`src/rtl/imem_pkg.sv`:
```
// imem_pkg
//   Shared types and constants for the instruction-memory boot loader.
//   IMEM_AW    : default instruction-memory word-address width (64 words)
//   WORD_BYTES : bytes per instruction word
//   word_t     : one 32-bit instruction word
//   state_e    : loader FSM states
package imem_pkg;

   localparam int unsigned IMEM_AW    = 6;
   localparam int unsigned WORD_BYTES = 4;

   typedef logic [31:0] word_t;

   typedef enum logic [1:0] {
      StIdle,
      StRecv,
      StWrite,
      StDone
   } state_e;

endpackage

```
`src/rtl/imem_byte_packer.sv`:
```
// imem_byte_packer
//   Assembles a little-endian byte stream into 32-bit words. Each accepted byte is
//   shifted in from the top, so after four bytes the first one sits in bits 7:0.
//   Ports:
//     clk, rst_n : clock, asynchronous active-low reset
//     clear      : restart at lane 0 (new load)
//     take       : a byte is transferred this cycle
//     data       : byte being transferred
//     word_full  : this transfer completes a word (combinational)
//     word       : assembled word, valid the cycle after word_full
module imem_byte_packer
   import imem_pkg::*;
(
   input  logic       clk,
   input  logic       rst_n,
   input  logic       clear,
   input  logic       take,
   input  logic [7:0] data,
   output logic       word_full,
   output word_t      word
);

   logic [1:0] byte_cnt_q;
   word_t      word_q;

   always_ff @(posedge clk or negedge rst_n) begin
      if (!rst_n) begin
         byte_cnt_q <= '0;
         word_q     <= '0;
      end else if (clear) begin
         byte_cnt_q <= '0;
      end else if (take) begin
         byte_cnt_q <= byte_cnt_q + 2'd1;
         word_q     <= {data, word_q[31:8]};
      end
   end

   assign word_full = take && (byte_cnt_q == 2'(WORD_BYTES - 1));
   assign word      = word_q;

endmodule

```
`src/rtl/imem_boot_loader.sv`:
```
// imem_boot_loader
//   Loads a program image from a byte stream into the instruction memory and
//   holds the core (cpu_run=0) until the whole image has been written.
//   Optional build macro IMEM_LOAD_CHECKSUM_EN: a trailing 4-byte checksum word
//   (mod 2^32 sum of the data words) must match before the core is released.
//   Ports:
//     clk, rst_n        : clock, asynchronous active-low reset
//     ld_start          : pulse, begins a load of ld_nwords words
//     ld_nwords         : image length in words, captured on ld_start
//     ld_valid/ld_byte  : byte source; ld_ready is the loader's acceptance
//     mem_we/mem_waddr/mem_wdata : instruction-memory write port
//     cpu_run           : core released to fetch
//     busy              : load in progress
//     done / err        : sticky load status, cleared by the next ld_start
module imem_boot_loader
   import imem_pkg::*;
#(
   parameter int unsigned AW        = IMEM_AW,
   parameter int unsigned BASE_WORD = 0,
   parameter int unsigned MAX_WORDS = 64
) (
   input  logic          clk,
   input  logic          rst_n,
   input  logic          ld_start,
   input  logic [AW:0]   ld_nwords,
   input  logic          ld_valid,
   input  logic [7:0]    ld_byte,
   output logic          ld_ready,
   output logic          mem_we,
   output logic [AW-1:0] mem_waddr,
   output word_t         mem_wdata,
   output logic          cpu_run,
   output logic          busy,
   output logic          done,
   output logic          err
);

   localparam int unsigned MemWords = 1 << AW;

   state_e      state_q, state_d;
   logic [AW:0] nwords_q, nwords_d;
   logic [AW:0] word_cnt_q, word_cnt_d;
   logic [AW:0] word_cnt_inc;
   logic        done_q, done_d;
   logic        err_q, err_d;
   logic [31:0] nw_ext;
   logic        len_ok;
   logic        pk_clear;
   logic        word_full;
   word_t       word;

`ifdef IMEM_LOAD_CHECKSUM_EN
   word_t sum_q, sum_d;
   logic  chk_q, chk_d;  // receiving the checksum word rather than data
`endif

   // Length check up front guarantees the write address never wraps.
   assign nw_ext = 32'(ld_nwords);
   assign len_ok = (nw_ext != 32'd0) && (nw_ext <= MAX_WORDS) &&
                   ((BASE_WORD + nw_ext) <= MemWords);

   assign word_cnt_inc = word_cnt_q + 1'b1;
   assign pk_clear     = (state_q == StIdle) && ld_start;

   imem_byte_packer u_packer (
      .clk       (clk),
      .rst_n     (rst_n),
      .clear     (pk_clear),
      .take      (ld_valid && ld_ready),
      .data      (ld_byte),
      .word_full (word_full),
      .word      (word)
   );

   always_ff @(posedge clk or negedge rst_n) begin
      if (!rst_n) begin
         state_q    <= StIdle;
         nwords_q   <= '0;
         word_cnt_q <= '0;
         done_q     <= 1'b0;
         err_q      <= 1'b0;
      end else begin
         state_q    <= state_d;
         nwords_q   <= nwords_d;
         word_cnt_q <= word_cnt_d;
         done_q     <= done_d;
         err_q      <= err_d;
      end
   end

`ifdef IMEM_LOAD_CHECKSUM_EN
   always_ff @(posedge clk or negedge rst_n) begin
      if (!rst_n) begin
         sum_q <= '0;
         chk_q <= 1'b0;
      end else begin
         sum_q <= sum_d;
         chk_q <= chk_d;
      end
   end
`endif

   always_comb begin
      state_d    = state_q;
      nwords_d   = nwords_q;
      word_cnt_d = word_cnt_q;
      done_d     = done_q;
      err_d      = err_q;
`ifdef IMEM_LOAD_CHECKSUM_EN
      sum_d      = sum_q;
      chk_d      = chk_q;
`endif
      unique case (state_q)
         StIdle: begin
            if (ld_start) begin
               done_d = 1'b0;
               if (len_ok) begin
                  err_d      = 1'b0;
                  nwords_d   = ld_nwords;
                  word_cnt_d = '0;
                  state_d    = StRecv;
`ifdef IMEM_LOAD_CHECKSUM_EN
                  sum_d      = '0;
                  chk_d      = 1'b0;
`endif
               end else begin
                  err_d = 1'b1;
               end
            end
         end
         StRecv: begin
            if (word_full) state_d = StWrite;
         end
         StWrite: begin
`ifdef IMEM_LOAD_CHECKSUM_EN
            if (chk_q) begin
               // Checksum word: compare only, nothing is written.
               if (word == sum_q) begin
                  done_d  = 1'b1;
                  state_d = StDone;
               end else begin
                  err_d   = 1'b1;
                  state_d = StIdle;
               end
            end else begin
               word_cnt_d = word_cnt_inc;
               sum_d      = sum_q + word;
               if (word_cnt_inc == nwords_q) chk_d = 1'b1;
               state_d    = StRecv;
            end
`else
            word_cnt_d = word_cnt_inc;
            if (word_cnt_inc == nwords_q) begin
               done_d  = 1'b1;
               state_d = StDone;
            end else begin
               state_d = StRecv;
            end
`endif
         end
         StDone: begin
            state_d = StIdle;
         end
         default: state_d = StIdle;
      endcase
   end

`ifdef IMEM_LOAD_CHECKSUM_EN
   assign mem_we = (state_q == StWrite) && !chk_q;
`else
   assign mem_we = (state_q == StWrite);
`endif

   assign ld_ready  = (state_q == StRecv);
   assign busy      = (state_q == StRecv) || (state_q == StWrite);
   assign mem_waddr = mem_we ? (AW'(BASE_WORD) + word_cnt_q[AW-1:0]) : '0;
   assign mem_wdata = mem_we ? word : '0;
   // done is cleared on every start, so a partial or failed image never runs.
   assign cpu_run   = done_q;
   assign done      = done_q;
   assign err       = err_q;

endmodule

```
`config.mk`:
```
export PLATFORM = sky130hd
export DESIGN_NAME = imem_boot_loader
export DESIGN_NICKNAME = d
export VERILOG_FILES = /design/src/rtl/imem_pkg.sv /design/src/rtl/imem_byte_packer.sv /design/src/rtl/imem_boot_loader.sv
export SDC_FILE = /design/constraint.sdc
export NUM_CORES = 1
export LEC_CHECK = 0
export ABC_AREA = 1
export ABC_CLOCK_PERIOD_IN_PS = 2300
export CAP_MARGIN = 25
export CORE_UTILIZATION = 45
export CTS_CLUSTER_DIAMETER = 100
export DETAILED_ROUTE_END_ITERATION = 6
export GPL_ROUTABILITY_DRIVEN = 0
export PLACE_DENSITY = 0.83
export SLEW_MARGIN = 20
export SYNTH_ARGS = -nofsm -noshare
export SYNTH_HDL_FRONTEND = slang
export SYNTH_SLANG_ARGS = --single-unit
```
`constraint.sdc`:
```
create_clock -name clk -period 2.3 [get_ports clk]
set_input_delay 0.46 -clock clk [delete_from_list [all_inputs] [get_ports clk]]
set_output_delay 0.46 -clock clk [all_outputs]
set_load 0.02 [all_outputs]
```
== Word-level counts from Yosys, hierarchy flattened ==
Index checks and enable logic that the tools add are counted.

* Register bits: 52
* Input port bits: 19
* Output and inout bits: 44
* Word-level logic and storage cells: 52

* Add/subtract/negate cells: 2
* Order comparisons: 1
* Eq/ne operators: 9
* Multiplexer cells: 16
* Bitwise logic cells: 1
* Reduce and logical (&&, ||, !) cells: 16

{| class="wikitable"
|+ Operators by type and width
! operator !! number
|-
| $mux W32 || 1
|-
| $reduce_bool A32 Y1 || 1
|-
| $mux W7 || 2
|-
| $pmux W7 S2 || 1
|-
| $mux W2 || 6
|-
| $reduce_and A3 Y1 || 4
|-
| $pmux W2 S4 || 1
|-
| $add A7 B1 Y7 const B || 1
|-
| $eq A7 B7 Y1 || 1
|-
| $le A7 B7 Y1 const B || 1
|-
| $eq A2 B2 Y1 const B || 3
|-
| $mux W6 || 1
|-
| $logic_and A1 B1 Y1 || 5
|-
| $ne A2 B1 Y1 const B || 2
|-
| $ne A2 B2 Y1 const B || 2
|-
| $reduce_and A2 Y1 || 2
|-
| $reduce_bool A2 Y1 || 2
|-
| $mux W1 || 3
|-
| $add A2 B1 Y2 const B || 1
|-
| $eq A2 B1 Y1 const B || 1
|-
| $logic_not A2 Y1 || 1
|-
| $pmux W1 S2 || 1
|-
| $logic_or A1 B1 Y1 || 1
|-
| $not A1 Y1 || 1
|}

== Longest topological paths before layout ==
Gate-level depths: netlist of the first run.

* Depth in word-level cells: 6
* Mapped depth: 14
* Mapped depth without buffers: 14

== Modules after synthesis ==
From an unflattened synthesis of the first run, not the netlist that was laid out.

* Cell total of the unflattened synthesis: 390
* Area, all modules: 2,969.1 um2

{| class="wikitable"
|+ By module, submodules not included
! module !! instances !! cells an instance !! area an instance (um2) !! sequential area each (um2)
|-
| imem_byte_packer || 1 || 153 || 1,525.2 || 850.8
|-
| imem_boot_loader || 1 || 237 || 1,443.9 || 450.4
|}

== Least setup slack after synthesis of the first run ==
No wires, ideal clock.

* Path type: reg2out
* Start: register state_q[0]
* End: output mem_wdata[21]
* Data arrival time: 1.598 ns
* Data required time: 1.840 ns
* Setup slack: 0.242 ns
* Stages on the path, launching flop included: 8
* Buffers on the path: 3
* Path through: dfrtp_1 -> inv_1 -> ha_1 -> clkbuf_1 -> buf_4 -> clkbuf_1 -> nand2_1 -> inv_1

* Cells in the longest elaborated chain, start to end: 2

{| class="wikitable"
|+ RTL lines
! element !! RTL line !! source
|-
| from (decl) || imem_boot_loader.sv:40 || <nowiki>state_e state_q, state_d;</nowiki>
|-
| from (signal assigned) || imem_boot_loader.sv:77 || <nowiki>state_q <= StIdle;</nowiki>
|-
| from (signal assigned) || imem_boot_loader.sv:83 || <nowiki>state_q <= state_d;</nowiki>
|-
| $eq A2 B2 Y1 || imem_boot_loader.sv:171 || <nowiki>assign mem_we = (state_q == StWrite);</nowiki>
|-
| net mem_we || imem_boot_loader.sv:29 || <nowiki>output logic mem_we,</nowiki>
|-
| $mux W32 || imem_boot_loader.sv:177 || <nowiki>assign mem_wdata = mem_we ? word : '0;</nowiki>
|-
| to (decl) || imem_boot_loader.sv:31 || <nowiki>output word_t mem_wdata,</nowiki>
|}

The timed path passes the listed nets, and every way through them passes these cells.

== Final worst setup path of the first run ==
* Start: register state_q[0]
* End: output mem_wdata[26]

* Cells in the longest elaborated chain, start to end: 2

{| class="wikitable"
|+ RTL lines
! element !! RTL line
|-
| $eq A2 B2 Y1 || imem_boot_loader.sv:171
|-
| $mux W32 || imem_boot_loader.sv:177
|}

No other way between the ends.

==> results.yml, run 1 <==
status:
  status: "complete, no violations"
die:
  rows: 27
  floorplan_die_area_sq_um: 6260
  floorplan.initialDensity: 0.477
  number_of_top_level_design_ports: 63
  fp.dieW_um: 79.1
  placeableCoreArea_sq_um: 5610
  chipHeight_um: 79.1
power_and_ir_drop:
  p_leak_nw: 2.04
  pwr_density_cell_nw_per_um2: 1230
  power.share.switching: 0.432
  power.ir.vdd_worst_mv: 0.623
  cell_internal_pwr_mw: 2.42
  power.share.clock: 0.121
  power.switching_mw: 1.84
  share_seq_of_total_power: 0.374
  power.share.combinational: 0.504
global_routing:
  maximum_number_of_pins_on_one_net_before_global_route_repair: 54
  overflow: 0
  antenna_found_initial: 0
  vias_in_the_first_global_route: 2129
  grt_pass1_wl_um: 9340
  grt_usage: 0.191
finish:
  sequential_cell_area_sq_um: 1300
  multiInputGateArea_sq_um: 1050
  drive_above_1_share: 0.0889
  fillerInstances: 527
  diodes: 0
  area_growth_syn_to_layout_pct: 29.1
  final_net_count: 429
  utilization: 0.616
worst_hold_path:
  timing.hold.worst.class: "input port to async pin"
clock_tree:
  cts_buffer_depth: 2
  tritoncts: "built"
  cts_root_buffer: "clkbuf_8"
  worstSkewPairLatency_ns: 0.30
  cts_num_sinks: 52
  numCtsBuffers: 5
  cts_max_level: 2
  clk_transition_reported_paths_ns: 0.09
detailed_routing:
  ant_nets: 0
  route.vias.total: 2260
  drt_pass1_iterations: 4
  route.detailed.vias_per_inst: 4.74
  remaining_drc_errors: 0
  dr.first_iter.drc_count: 139
  post_drt_wl_per_cell_um: 11.1
  routed_wirelength_um: 5310
setup_path:
  worstPathArrival_ns: 1.72
  critical_path.startpoint_type: "flip-flop"
  regToRegSetupSlack_ns: 0.51
  required_time_of_the_critical_path_ns: 1.84
  worstSetupPathType: "flip-flop to output port"
  worst_setup_path_end_kind: "output port"
  crit_fanout: 27
place:
  placement.io_buffers: 62
  dp_hpwl_um: 4060
sta:
  rsz0062_at_grt: "false"
  final_hold_viol_count: 0
  timing.fmax_mhz: 459
  timing.final.crit_share: 0.948
  number_of_setup_violations_in_the_final_report: 0
  maxSlewHeadroom: 0.613
  drv_slew: 0
  period_minus_slack_ns: 2.18
  timing.clock.skew_ns: 0.00380
  timing_worst_slew_pin_value_ns: 0.581
  fin_tns_setup_ns: 0
yosys:
  post_synth.cell_area_avg_sq_um: 7.80
  synth.net_count: 368
  synth-warning-count: 0
  library_cells_used_by_synthesis: 22
  synthCells: 343
  post_synthesis_sequential_area_ratio: 0.486
  yosys_register_bits: 52
  combined_area_of_all_synthesized_cells_sq_um: 2680
flow_run:
  max_cap_viol_count: 0
==> through the flow <==
step	area (sq um)	hold WS, ns	worst slack, ns	instances	power, mW
6_report	3450	0.148	0.120	477	4.26
5_1_grt	3450	0.179	0.00187	477	4.63
4_1_cts	3450	0.169	0.0765	477	4.29
3_5_place_dp	3410	0.474	0.143	469	3.94
3_3_place_gp	3410	0.467	0.193	469	3.85
2_1_floorplan	2680	0.164	0.242	343	3.03
==> sequential cells by signal (all words and copies together) (netlist names) <==
register             count
word_cnt_q               7
u_packer.byte_cnt_q      2
u_packer.word           32
cpu_run                  1
state_q                  2
err                      1
nwords_q                 7
==> critical path, cell delays in order, from the launching register on <==
cell and delay [ns]:
dfrtp_1 0.42, inv_1 0.13, ha_2 0.25, buf_12 0.18
nand2_1 0.06, inv_1 0.05, dlygate4sd2_1 0.33
==> kinds of logic (layout without fill, tap and decap cells) <==
group | after synthesis | after routing | synth area share
AND/OR/NAND/NOR | 153 | 153 | 0.237
buffers and inverters | 81 | 143 | 0.121
flip-flops | 52 | 52 | 0.486
AO/OA/AOI/OAI | 36 | 36 | 0.0674
multiplexers | 12 | 12 | 0.0505
adder cells (fa/ha/maj) | 6 | 6 | 0.0281
XOR/XNOR | 3 | 3 | 0.00982
==> metal layers <==
| layer | up-vias | share of wire | track usage |
|---|---|---|---|
| met5 | - | 0 | 0 |
| met4 | 0 | 0.0092 | 0.0673 |
| met3 | 4 | 0.032 | 0.0299 |
| met2 | 47 | 0.49 | 0.322 |
| met1 | 1053 | 0.47 | 0.249 |
| li1 | 1156 | - | - |
==> layout make-up <==
type / instances / share of cell area
Clock buffer: 6 / 0.0210
Clock inverter: 2 / 0.00471
Inverter: 67 / 0.0728
Multi-Input combinational cell: 210 / 0.305
Sequential cell: 52 / 0.377
Tap cell: 72 / 0.0261
Timing Repair Buffer: 68 / 0.193
==> final timing paths <==
kind | startpoint | cells after the start | to
setup / recovery | state_q[0]$_DFFE_PN0P_ | 6 | mem_wdata[26]
hold / removal | rst_n | 1 | word_cnt_q[1]$_DFFE_PN0P_
setup reg to reg | state_q[0]$_DFFE_PN0P_ | 6 | u_packer.word[27]$_DFFE_PN0P_
hold reg to reg | u_packer.word[7]$_DFFE_PN0P_ | 2 | u_packer.word[7]$_DFFE_PN0P_
max in group asynchronous | rst_n | 2 | word_cnt_q[6]$_DFFE_PN0P_
min in group clk | u_packer.word[7]$_DFFE_PN0P_ | 2 | u_packer.word[7]$_DFFE_PN0P_
==> cells in the final DEF (no fill, tap or decap), types with 2 or more instances in the layout <==
cell type	count
nand2_2	4
buf_4	2
mux2_2	12
buf_12	4
nand4_1	3
nand2_1	107
nor2_1	18
nor2_2	2
ha_1	5
dfrtp_1	52
clkdlybuf4s15_1	5
clkdlybuf4s50_1	22
inv_1	66
xor2_1	2
nand3_1	16
a21oi_1	11
o21ai_0	23
dlygate4sd2_1	34
clkbuf_8	5
o21ai_1	2
==> power groups by stage <==
stage	sequential (mW)	combinational (mW)	clock, mW
2_1_floorplan	1.55	1.48	0
3_3_place_gp	1.58	2.27	0
3_5_place_dp	1.61	2.33	0
4_1_cts	1.59	2.17	0.533
5_1_grt	1.65	2.42	0.562
6_report	1.59	2.15	0.517
==> cell usage after synthesis <==
cell / n / area, sq um
inv_2: 1 / 3.75
nor2_2: 2 / 12.5
nor2_1: 18 / 67.6
xnor2_1: 1 / 8.76
nor2_4: 1 / 11.3
buf_2: 3 / 15.0
mux2_2: 12 / 135
inv_1: 66 / 248
nand2_2: 4 / 25.0
o21ai_1: 2 / 10.0
clkbuf_1: 7 / 26.3
ha_1: 6 / 75.1
nand3b_1: 1 / 7.51
dfrtp_1: 52 / 1300
buf_4: 4 / 30.0
nand2_1: 107 / 402
xor2_1: 2 / 17.5
nand3_1: 16 / 80.1
nand3_2: 1 / 10.0
a21oi_1: 11 / 55.1
o21ai_0: 23 / 115
nand4_1: 3 / 18.8
==> what timing repair did <==
action                     4_1_cts  5_1_grt
buffers inserted                 0        0
hold buffers                     0        0
setup endpoints to repair       39        5
gates resized for setup         39        5
No activity file was read; power rests on OpenSTA's default activity.
==> run 2: changes to the inputs <==
--- a/config.mk
+++ b/config.mk
@@ -12,6 +12,7 @@
 export CTS_CLUSTER_DIAMETER = 100
 export DETAILED_ROUTE_END_ITERATION = 6
 export GPL_ROUTABILITY_DRIVEN = 0
+export HOLD_SLACK_MARGIN = 0.12
 export PLACE_DENSITY = 0.83
 export SLEW_MARGIN = 20
 export SYNTH_ARGS = -nofsm -noshare
==> results of run 2 <==
Final layout, timing and power as in run 1 (identical DEF).
==> run 3: changes to the inputs <==
--- a/config.mk
+++ b/config.mk
@@ -5,7 +5,6 @@
 export SDC_FILE = /design/constraint.sdc
 export NUM_CORES = 1
 export LEC_CHECK = 0
-export ABC_AREA = 1
 export ABC_CLOCK_PERIOD_IN_PS = 2300
 export CAP_MARGIN = 25
 export CORE_UTILIZATION = 45
==> results.yml, run 3 <==
clock_tree:
  cts_buffer_depth: 2
  cts_max_level: 2
  cts_root_buffer: "clkbuf_8"
  numCtsBuffers: 5
  post-cts-setup-buffers: 0
  cts_num_sinks: 52
  tritoncts: "built"
  clk_transition_reported_paths_ns: 0.10
  worstSkewPairLatency_ns: 0.30
power_and_ir_drop:
  p_leak_nw: 1.71
  total_power_mw: 4.30
  power.ir.vdd_worst_mv: 0.638
  pwr_density_cell_nw_per_um2: 1200
yosys:
  combined_area_of_all_synthesized_cells_sq_um: 2680
  synth_top_flop_cell: "dfrtp_1"
  synth_edf_count: 0
  synth_top_area_cell: "dfrtp_1"
  synthCells: 234
  post_synth.cell_area_avg_sq_um: 11.4
  synth-warning-count: 0
  synth.net_count: 259
  netlist.area_leader.share: 0.486
  synth_top_cells_by_count: "dfrtp_1 (52), and2_1 (42), mux2_2 (33)"
  yosys_register_bits: 52
  library_cells_used_by_synthesis: 40
  fraction_of_synthesis_flops_using_an_asynchronous_set_or_reset_pin: 1.00
  yosys-top-cells-area: "dfrtp_1 (49%), mux2_2 (14%), and2_1 (9.8%)"
  synthMostInstantiatedCell: "dfrtp_1"
  post_synthesis_sequential_area_ratio: 0.486
sta:
  timing.final.crit_share: 0.985
  fin_tns_setup_ns: 0
  maxSlewHeadroom: 0.682
  layout_setup_ws_ns: 0.0337
  timing_worst_slew_pin_value_ns: 0.478
  hold_ws_ns: 0.422
  period_minus_slack_ns: 2.27
  drv_slew: 0
  timing.clock.skew_ns: 0.00409
  number_of_setup_violations_in_the_final_report: 0
  timing.fmax_mhz: 441
  final_hold_viol_count: 0
setup_path:
  crit_top_cell: "or4_4"
  worst_setup_path_end_kind: "flip-flop"
  required_time_of_the_critical_path_ns: 2.49
  highest_cell_delay_on_the_worst_timing_path_ns: 0.55
  crit_fanout: 3
  crit_path_cell_trace: "clkdlybuf4s50_1, or4_4, or4_4, a31oi_4, buf_4, nor2_1, mux2i_1"
  worstSetupPathType: "input port to flip-flop"
  crit_path_top_delay_cell: "or4_4"
  critical-path-top-delay-family: "simple AND/OR/NAND/NOR gates"
  critical_path.startpoint_type: "input port"
  critical_path_buf_inv_count: 2
  worstPathArrival_ns: 2.46
die:
  floorplan.initialDensity: 0.477
  floorplan_die_area_sq_um: 6260
  chipHeight_um: 79.1
  fp.dieW_um: 79.1
  rows: 27
  number_of_top_level_design_ports: 63
  placeableCoreArea_sq_um: 5610
detailed_routing:
  routed_wirelength_um: 5570
  route.detailed.vias_per_inst: 5.17
  dr.first_iter.drc_count: 69
  post_drt_wl_per_cell_um: 14.7
  ant_nets: 0
  remaining_drc_errors: 0
  drt_pass1_iterations: 4
  route.vias.total: 1956
global_routing:
  grt_pass1_wl_um: 9140
  overflow: 0
  grt_usage: 0.190
  vias_in_the_first_global_route: 2014
  antenna_found_initial: 0
  maximum_number_of_pins_on_one_net_before_global_route_repair: 43
worst_hold_path:
  timing.hold.worst.class: "input port to flip-flop"
place:
  placed_cell_area_sq_um: 3470
  preCtsSetupSlack_ns: -0.415
  placement.io_buffers: 62
  dp_hpwl_um: 4050
  numPlacedInstances: 369
status:
  status: "complete, no violations"
finish:
  diodes: 0
  area_growth_syn_to_layout_pct: 33.5
  utilization: 0.637
  final_net_count: 330
  finish.instance_area_sq_um: 3570
  drive_above_1_share: 0.235
  final_cells: 378
  layout_common_cells: "dfrtp_1 (52), and2_1 (42), dlygate4sd2_1 (38)"
  layout.cells.most_common: "dfrtp_1"
  largest_reg_flops: 32
flow_run:
  max_cap_viol_count: 0
run 3: cell types whose count changed after synthesis, moves of 6 or more:
cell     previous run  this run
nand2_1           107         6
inv_1              66         6
and2_1              0        42
mux2_2             12        33
o21ai_0            23         6
nand3_1            16         5
a21oi_1            11         4
nor2_1             18        11
mux2_4              0         6
run 3: layer usage:
metal  wire length, um  global-route usage  up-vias  part of all wire
met5                 0                   0        -                 0
met4               125              0.0855        0             0.022
met3               178              0.0345       11             0.032
met2              2930               0.343       50              0.53
met1              2340               0.217      942              0.42
li1                  -                   -      953                 -
run 3: layout make-up:
class | count | area, sq um
Clock buffer | 5 | 68.8
Clock inverter | 3 | 21.3
Inverter | 6 | 22.5
Sequential cell | 52 | 1300
Fill cell | 470 | 2040
Timing Repair Buffer | 77 | 734
Tap cell | 72 | 90.1
Multi-Input combinational cell | 163 | 1330
run 3: power by group:
| group | total (mW) | leakage (nW) | switching (mW) | internal (mW) |
|---|---|---|---|---|
| logic | 2.17 | 1.03 | 1.04 | 1.12 |
| registers | 1.61 | 0.643 | 0.290 | 1.32 |
| clock network | 0.524 | 0.0445 | 0.308 | 0.216 |
| total | 4.30 | 1.71 | 1.64 | 2.66 |
run 3: repair_timing:
| action | in CTS | in global routing |
|---|---|---|
| pin swaps | 0 | 4 |
| gates cloned | 0 | 0 |
| hold endpoints to repair | 18 | 0 |
| resized for setup | 40 | 13 |
| setup endpoints to repair | 44 | 11 |
| hold buffers | 1 | 0 |
run 3: worst paths after layout:
check                                          start                       endpoint  slack, ns  cells after the start
setup / recovery                        ld_nwords[2]         state_q[0]$_DFFE_PN0P_       0.03                      7
hold / removal                          ld_nwords[1]        nwords_q[1]$_DFFE_PN0P_       0.42                      2
setup reg to reg           word_cnt_q[0]$_DFFE_PN0P_            cpu_run$_DFFE_PN0P_       0.20                      6
hold reg to reg               state_q[1]$_DFFE_PN0P_         state_q[1]$_DFFE_PN0P_       0.50                      1
max in group asynchronous                      rst_n  u_packer.word[25]$_DFFE_PN0P_       1.10                      3
min in group asynchronous                      rst_n        nwords_q[5]$_DFFE_PN0P_       0.65                      2
run 3: kinds of logic after synthesis:
logic type | after synthesis | synth area share
AOI/OAI and AO/OA | 31 | 0.0823
xor gates and xnor gates | 7 | 0.0229
adders and majority gates | 6 | 0.0280
buffers and inverters | 19 | 0.0309
DFF | 52 | 0.486
muxes | 42 | 0.184
and+or+nand+nor | 77 | 0.166
